`src/rtl/serial_adder.sv`:
```
// Bit-serial adder: adds two WIDTH-bit operands LSB first through one 1-bit
// full adder, one bit per clock, and holds the result until the next one completes.

module full_adder2 (
  input  logic i_a,
  input  logic i_b,
  input  logic i_c,
  output logic o_si,
  output logic o_pi
);
  assign o_si = i_a ^ i_b ^ i_c;
  assign o_pi = (i_a & i_b) | (i_c & (i_a ^ i_b));
endmodule

module serial_adder #(
  parameter int WIDTH = 8
) (
  input  logic             i_clk,
  input  logic             i_rst_n,
  input  logic             i_start,
  input  logic [WIDTH-1:0] i_a,
  input  logic [WIDTH-1:0] i_b,
  input  logic             i_c,
  output logic             o_busy,
  output logic             o_done,
  output logic [WIDTH-1:0] o_sum,
  output logic             o_carry
);
  localparam int CW = (WIDTH > 1) ? $clog2(WIDTH) : 1;

  typedef enum logic [1:0] {IDLE, RUN, DONE} state_t;

  state_t           r_state, w_state_nxt;
  logic [WIDTH-1:0] r_a_sr, w_a_nxt;
  logic [WIDTH-1:0] r_b_sr, w_b_nxt;
  logic [WIDTH-1:0] r_res_sr, w_res_nxt, w_res_shift;
  logic             r_carry_ff, w_carry_nxt;
  logic [CW-1:0]    r_cnt, w_cnt_nxt;
  logic             r_busy, w_busy_nxt;
  logic             r_done, w_done_nxt;
  logic [WIDTH-1:0] r_sum, w_sum_nxt;
  logic             r_cout, w_cout_nxt;
  logic             w_si, w_pi;

  full_adder2 u_fa (
    .i_a  (r_a_sr[0]),
    .i_b  (r_b_sr[0]),
    .i_c  (r_carry_ff),
    .o_si (w_si),
    .o_pi (w_pi)
  );

  // The new bit enters at the MSB so that after WIDTH shifts bit 0 sits at the LSB.
  generate
    if (WIDTH == 1) begin : g_w1
      assign w_res_shift = w_si;
    end else begin : g_wn
      assign w_res_shift = {w_si, r_res_sr[WIDTH-1:1]};
    end
  endgenerate

  always_comb begin
    // NOTE: every next-value gets a default first so no path leaves it unassigned (no latches).
    w_state_nxt = r_state;
    w_a_nxt     = r_a_sr;
    w_b_nxt     = r_b_sr;
    w_res_nxt   = r_res_sr;
    w_carry_nxt = r_carry_ff;
    w_cnt_nxt   = r_cnt;
    w_busy_nxt  = 1'b0;
    w_done_nxt  = 1'b0;
    w_sum_nxt   = r_sum;
    w_cout_nxt  = r_cout;

    case (r_state)
      IDLE, DONE: begin
        if (i_start) begin
          w_a_nxt     = i_a;
          w_b_nxt     = i_b;
          w_carry_nxt = i_c;
          w_cnt_nxt   = '0;
          w_busy_nxt  = 1'b1;
          w_state_nxt = RUN;
        end else begin
          w_state_nxt = IDLE;
        end
      end
      RUN: begin
        w_a_nxt     = r_a_sr >> 1;
        w_b_nxt     = r_b_sr >> 1;
        w_res_nxt   = w_res_shift;
        w_carry_nxt = w_pi;
        w_cnt_nxt   = r_cnt + 1'b1;
        if (r_cnt == CW'(WIDTH - 1)) begin
          w_sum_nxt   = w_res_shift;
          w_cout_nxt  = w_pi;
          w_done_nxt  = 1'b1;
          w_state_nxt = DONE;
        end else begin
          w_busy_nxt  = 1'b1;
        end
      end
      default: w_state_nxt = IDLE;
    endcase
  end

  // NOTE: state registers use non-blocking assignments so every flop samples pre-edge values.
  always_ff @(posedge i_clk) begin
    if (!i_rst_n) begin
      // NOTE: datapath shift registers are cleared too, so a reset mid-RUN leaves no stale bits.
      r_state    <= IDLE;
      r_a_sr     <= '0;
      r_b_sr     <= '0;
      r_res_sr   <= '0;
      r_carry_ff <= 1'b0;
      r_cnt      <= '0;
      r_busy     <= 1'b0;
      r_done     <= 1'b0;
      r_sum      <= '0;
      r_cout     <= 1'b0;
    end else begin
      r_state    <= w_state_nxt;
      r_a_sr     <= w_a_nxt;
      r_b_sr     <= w_b_nxt;
      r_res_sr   <= w_res_nxt;
      r_carry_ff <= w_carry_nxt;
      r_cnt      <= w_cnt_nxt;
      r_busy     <= w_busy_nxt;
      r_done     <= w_done_nxt;
      r_sum      <= w_sum_nxt;
      r_cout     <= w_cout_nxt;
    end
  end

  assign o_busy  = r_busy;
  assign o_done  = r_done;
  assign o_sum   = r_sum;
  assign o_carry = r_cout;
endmodule
```
`config.mk`:
```
export PLATFORM = sky130hd
export DESIGN_NAME = serial_adder
export DESIGN_NICKNAME = d
export VERILOG_FILES = /design/src/rtl/serial_adder.sv
export SDC_FILE = /design/constraint.sdc
export NUM_CORES = 1
export LEC_CHECK = 0
export CAP_MARGIN = 10
export CELL_PAD_IN_SITES_DETAIL_PLACEMENT = 1
export CELL_PAD_IN_SITES_GLOBAL_PLACEMENT = 2
export CORE_MARGIN = 8
export CORE_UTILIZATION = 25
export DETAILED_ROUTE_END_ITERATION = 12
export GPL_ROUTABILITY_DRIVEN = 0
export GPL_TIMING_DRIVEN = 0
export PLACE_DENSITY = 0.66
export SKIP_CTS_REPAIR_TIMING = 1
export SYNTH_ARGS = -nofsm -noshare
export SYNTH_HDL_FRONTEND = slang
export SYNTH_SLANG_ARGS = --single-unit
```
`constraint.sdc`:
```
create_clock -name i_clk -period 1.4 [get_ports i_clk]
set_input_delay 0.21 -clock i_clk [delete_from_list [all_inputs] [get_ports i_clk]]
set_output_delay 0.21 -clock i_clk [all_outputs]
set_load 0.005 [all_outputs]
```
==> results_dict.tcl, run 1 <==
set metrics [dict create \
    status "complete, no violations" \
    ioPinCount 31 \
    r2r-end "o_sum[2]$_SDFFE_PN0P_" \
    timing.slew.headroom_pct 66.7 \
    synth_area_leaders "dfxtp_1 (50%), o221ai_1 (8.2%), nand2_1 (6.4%), a21boi_1 (6.1%), nor3_1 (4.7%)" \
    pwr_density_cell_mw_per_mm2 1110 \
    path_buf_inv 1 \
    crit_family "buffers and inverters" \
    yosys.area.top_type "dfxtp_1" \
    synth_common_cells "dfxtp_1 (40), nand2_1 (27), nor2_1 (16)" \
    p_switching_uw 591 \
    yosysSeqAreaShare_pct 50.2 \
    vias_per_cell 4.68 \
    grt_overflow_total 0 \
    grt_pass1_wl_um 6900 \
    die_y_um 95.9 \
    max_stage_delay_ps 500 \
    worstMarginPinSlew_ps 499 \
    swShare_pct 25.3 \
    finalSetupTns_ps 0 \
    min_period_over_period_pct 95.2 \
    cts.clk_slew.worst_paths_ps 80 \
    cp_cell_sequence "clkdlybuf4s50_1" \
    grt_usage_pct 9.70 \
    dp.cells 283 \
    yosysMostFrequentCell "dfxtp_1" \
    syn_avg_cell_area_um2 9.01 \
    drc 0 \
    vdd_drop_max_uv 454 \
    start_util_pct 25.4 \
    die_area_mm2 0.00919 \
    synth_top_area_share_pct 50.2 \
    firstDrtPassIters 4 \
    syn_nets 200 \
    setup_viol 0 \
    wl_per_cell_um 14.2 \
    end_kind "primary output" \
    stdcell_count 292 \
    rr_worst_depth 6 \
    crit_cells 1 \
    p_clk_share_pct 34.0 \
    h-tree-depth 2 \
    ant_nets 0 \
    worstSetupStartpointType "flip-flop" \
    worst-endpoint-required_ps 1190 \
    dominantRegCellSynth "dfxtp_1" \
    die_width_um 95.9 \
    area_growth_pct 31.4 \
    antennaDiodeCount 0 \
    crit_slowest_cell "clkdlybuf4s50_1" \
    netlist_instances 177 \
    rsz0062_at_grt "false" \
    cts_tree "done" \
    crit_fanout 2 \
    ys_ff_latch 40 \
    synthesis.area_mm2 0.00160 \
    hold_class "primary input to flip-flop" \
    crit_path_end "o_sum[6]" \
    r2r_start "r_cnt[0]$_SDFFE_PN0P_" \
    clkSinkCount 40 \
    rrSetupSlack_ps 150 \
    fin_nets 237 \
    seqPwrFrac_pct 52.8 \
    grt_pass1_vias 1388 \
    p_leak_uw 0.000772 \
    ys_warn_count 0 \
    coreArea_mm2 0.00628 \
    fin_crit_ps 1330 \
    hold_viol 0 \
    synth-edff-count 0 \
    p_int_uw 1740 \
    drt_wl_total_um 4140 \
    num_rows 29 \
    root_buffer "clkbuf_8" \
    synth_cell_type_count 22 \
    final-max-slew-violation-count 0 \
    grt_max_degree 13 \
    io_buffers 29 \
    fmax_mhz 750 \
    critPathLaunch "o_sum[6]$_SDFFE_PN0P_" \
    insertion_delay_ps 290 \
    fin_worst_skew_ps 4.79 \
    dp_hpwl_um 2990 \
    vias 1367 \
    fillerInstances 745 \
    cts_buffer_depth 2 \
    critical_path_class "flip-flop to primary output" \
    worstPathArrival_ps 1120 \
    drtIter0Drc 71 \
    antenna_found_initial 0 \
    drive_gt1_share_pct 10.2 \
    synthArstFlopShare_pct 0 \
    numCtsBuffers 5 \
    power_frac_comb_pct 13.1 \
    maxCapViolCount 0 \
]
[power by group through the flow]
stage	Combinational, uW	Clock [uW]	Sequential [uW]
detailed placement	314	0	1260
global placement	313	0	1260
global route	346	897	1240
floorplan	197	0	1250
CTS	315	827	1230
finish	306	794	1230
[worst min path at each step]
stage,start,end,slack (ps),cells past startpoint
finish,i_rst_n,o_carry$_SDFFE_PN0P_,330,2
CTS,i_rst_n,r_cnt[0]$_SDFFE_PN0P_,360,2
detailed placement,o_sum[5]$_SDFFE_PN0P_,o_sum[5]$_SDFFE_PN0P_,450,2
global route,i_rst_n,r_cnt[0]$_SDFFE_PN0P_,370,2
floorplan,i_a[7],r_a_sr[7]$_SDFFE_PN0P_,350,2
global placement,r_res_sr[1]$_SDFFE_PN0P_,r_res_sr[1]$_SDFFE_PN0P_,440,2
[stage by stage]
step	util [%]	power (uW)	setup WS [ps]	cell area (um^2)	hold slack, ps
floorplan	-	1450	196	1600	355
detailed placement	31.6	1570	-129	1980	451
finish	33.4	2330	67.0	2100	334
CTS	33.0	2380	-127	2070	356
global route	33.4	2490	1.38	2100	370
global placement	31.6	1570	-126	1980	443
[flip-flops by register name (all words and copies together), names as in the netlist]
| name | flops |
|---|---|
| o_sum | 8 |
| r_a_sr | 8 |
| r_b_sr | 8 |
| r_res_sr | 7 |
| r_cnt | 3 |
| r_state | 2 |
| o_busy | 1 |
| o_carry | 1 |
| o_done | 1 |
| r_carry_ff | 1 |
[logic make-up (layout without fill, tap and decap cells)]
| logic type | count (synthesis) | after routing | synth area share, % |
|---|---|---|---|
| buffers and inverters | 16 | 54 | 5.57 |
| AO/OA/AOI/OAI | 37 | 37 | 18.4 |
| adder cells (fa/ha/maj) | 3 | 3 | 2.82 |
| flip-flops | 40 | 40 | 50.2 |
| AND/OR/NAND/NOR | 81 | 81 | 23.0 |
[cell type report]
cell class	count	area, um^2	area share, %
Sequential cell	40	802	38.3
Multi-Input combinational cell	121	708	33.8
Timing Repair Buffer	30	304	14.5
Tap cell	77	96.3	4.60
Buffer	16	92.6	4.42
Clock buffer	6	82.6	3.94
Clock inverter	2	10.0	0.478
[layer usage]
metal / global-route usage (%) / share of wire [%] / vias to the layer above
li1: - / - / 695
met1: 12.6 / 49 / 640
met2: 14.6 / 44 / 26
met3: 3.59 / 5.5 / 6
met4: 3.07 / 1.1 / 0
met5: 0 / 0 / -
[cell usage in the layout, fill, tap and decap left out]
master / synthesis / final
dfxtp_1: 40 / 39
clkdlybuf4s50_1: 0 / 28
nand2_1: 27 / 27
nor2_1: 16 / 16
o221ai_1: 15 / 15
nor3_1: 15 / 15
a21boi_1: 13 / 15
nand3_1: 13 / 13
clkbuf_8: 0 / 6
clkbuf_1: 6 / 5
buf_2: 5 / 5
a21boi_0: 7 / 5
buf_4: 4 / 4
and3_1: 3 / 3
nand2b_1: 2 / 2
buf_6: 1 / 2
and2_1: 2 / 2
clkinv_2: 0 / 2
and2b_1: 1 / 1
nor2b_1: 1 / 1
o21ai_1: 1 / 1
clkbuf_4: 0 / 1
nand3b_1: 1 / 1
o21a_1: 1 / 1
fa_1: 1 / 1
ha_1: 2 / 1
ha_2: 0 / 1
dfxtp_2: 0 / 1
dlymetal6s2s_1: 0 / 1
No activity file was read; power rests on OpenSTA's default activity.
==> inputs of run 2 (changes only) <==
- SKIP_LAST_GASP: not set -> 1
==> results of run 2 <==
Final layout, timing and power as in run 1 (identical DEF).
==> inputs of run 3 (changes only) <==
- ABC_AREA: not set -> 1
- CTS_CLUSTER_DIAMETER: not set -> 80
- PLACE_DENSITY: 0.66 -> 0.72
- clock period: 1.4 -> 1.1 ns (I/O delays scaled with it)
==> run 3 against run 2 <==
The flow now finishes with violations (negative setup slack). Die area is 12% higher. Critical path depth is 5 higher. Power is 72% higher. Register-to-register slack worse by 220 ps. Flip-flop and latch count stayed put. Largest cell class is now multi-input gates.
==> results_dict.tcl, run 3 <==
set metrics [dict create \
    synthesis.area_mm2 0.00182 \
    worstPathArrival_ps 1400 \
    yosys.area.top_type "dfxtp_1" \
    root_buffer "clkbuf_8" \
    vias_per_cell 4.18 \
    dp.cells 381 \
    numCtsBuffers 5 \
    critical_path_class "flip-flop to flip-flop" \
    setup_slack_ps -73.9 \
    status "finished with violations" \
    setup_viol 15 \
    worstMarginPinSlew_ps 305 \
    drt_wl_total_um 5330 \
    syn_nets 275 \
    synth_area_leaders "dfxtp_1 (44%), nand3_1 (10%), nand2_1 (8.9%), nor2_1 (8.3%), inv_1 (7.2%)" \
    synth-edff-count 0 \
    grt_overflow_total 0 \
    insertion_delay_ps 300 \
    grt_pass1_wl_um 8270 \
    maxCapViolCount 0 \
    fin_nets 333 \
    cts_buffer_depth 2 \
    stdcell_count 410 \
    yosysMostFrequentCell "nand2_1" \
    power.total_uw 4020 \
    timing.slew.headroom_pct 79.6 \
    ant_nets 0 \
    place_area_mm2 0.00227 \
    layout_commonest_cell "nand2_1" \
    cts_tree "done" \
    antenna_found_initial 0 \
    netlist_instances 252 \
    end_kind "flip-flop" \
    final-max-slew-violation-count 0 \
    ys_ff_latch 40 \
    fin_worst_skew_ps 8.95 \
    ioPinCount 31 \
    grt_pass1_vias 1669 \
    synth_common_cells "nand2_1 (43), dfxtp_1 (40), nor2_1 (40)" \
    synth_top_area_share_pct 44.1 \
    die_width_um 101 \
    fin_crit_ps 1170 \
    fmax_mhz 852 \
    vias 1713 \
    wl_per_cell_um 13.0 \
    failed_checks "negative setup slack" \
    dp_hpwl_um 3470 \
    grt_max_degree 14 \
    p_leak_uw 0.00147 \
    yosysSeqAreaShare_pct 44.1 \
    worst-endpoint-required_ps 1330 \
    worstSetupStartpointType "flip-flop" \
    die_y_um 101 \
    firstDrtPassIters 4 \
    syn_avg_cell_area_um2 7.21 \
    synthArstFlopShare_pct 0 \
    area_growth_pct 57.0 \
    coreArea_mm2 0.00714 \
    finalSetupTns_ps -478 \
    hold_viol 0 \
    crit_fanout 6 \
    drive_gt1_share_pct 26.0 \
    min_period_over_period_pct 107 \
    grt_usage_pct 10.5 \
    rsz0062_at_grt "true" \
    layout_common_cells "nand2_1 (40), nor2_1 (39), nand3_1 (33), inv_1 (32), dfxtp_1 (31)" \
    io_buffers 30 \
    num_rows 31 \
    dominantRegCellSynth "dfxtp_1" \
    start_util_pct 25.5 \
    antennaDiodeCount 0 \
    vdd_drop_max_uv 530 \
    h-tree-depth 2 \
    cts.clk_slew.worst_paths_ps 90 \
    drtIter0Drc 44 \
    ys_warn_count 0 \
    clkSinkCount 40 \
    pwr_density_cell_mw_per_mm2 1410 \
    hold_class "primary input to flip-flop" \
    final_cell_area_mm2 0.00285 \
    drc 0 \
    synth_cell_type_count 21 \
    die_area_mm2 0.0103 \
]
[run 3: path summary, 6_finish.rpt]
check	startpoint	endpoint	slack, ps	cells after the start
min	i_rst_n	r_state[1]$_SDFFE_PN0P_	260	3
min reg2reg	o_sum[0]$_SDFFE_PN0P_	o_sum[0]$_SDFFE_PN0P_	460	2
max reg2reg	r_state[1]$_SDFFE_PN0P_	r_cnt[0]$_SDFFE_PN0P_	-70	6
max	r_state[1]$_SDFFE_PN0P_	r_cnt[0]$_SDFFE_PN0P_	-70	6
[run 3: area by class of cell]
cell class	count	area, um^2
flip-flops and latches	40	817
multi-input cells	160	887
clock buffers	5	68.8
inverters	38	148
fillers	886	4280
repair buffers	51	541
plain buffers	14	178
clock inverters	3	90.1
well taps	99	124
[run 3: per-layer routing]
metal | track usage [%] | wire length (um)
met1 | 13.3 | 2620
met2 | 16.3 | 2530
met3 | 2.54 | 123
met4 | 4.81 | 63
met5 | 0 | 0
[run 3: logic make-up (layout without fill, tap and decap cells)]
family / count (synthesis) / after routing / share of synthesized area [%]
compound gates: 25 / 25 / 6.89
simple gates: 131 / 132 / 32.2
buf+inv: 53 / 111 / 14.4
fa+ha+maj: 3 / 3 / 2.48
flops: 40 / 40 / 44.1
[run 3: power by group]
| group | leakage [uW] | internal (uW) | switching, uW | total [uW] |
|---|---|---|---|---|
| Sequential | 0.000333 | 1540 | 50.3 | 1590 |
| Clock | 0.0000784 | 1140 | 562 | 1700 |
| Combinational | 0.00105 | 368 | 365 | 733 |
| Total | 0.00147 | 3050 | 977 | 4020 |
[run 3: through the flow]
step / util [%] / hold WS, ps / worst slack, ps
after global routing: 40.0 / 271 / -158
after CTS: 34.1 / 430 / -239
after floorplan: - / 300 / 1.91
final: 40.0 / 263 / -73.9
after detailed placement: 31.9 / 431 / -523
after global placement: 31.9 / 420 / -500
[run 3: worst max-delay path: stages, from the launching register on]
cell and delay, ps:
dfxtp_2 350, buf_6 120, nor2_4 200, buf_4 150, buf_6 80, o21ai_0 70
a21oi_1 140
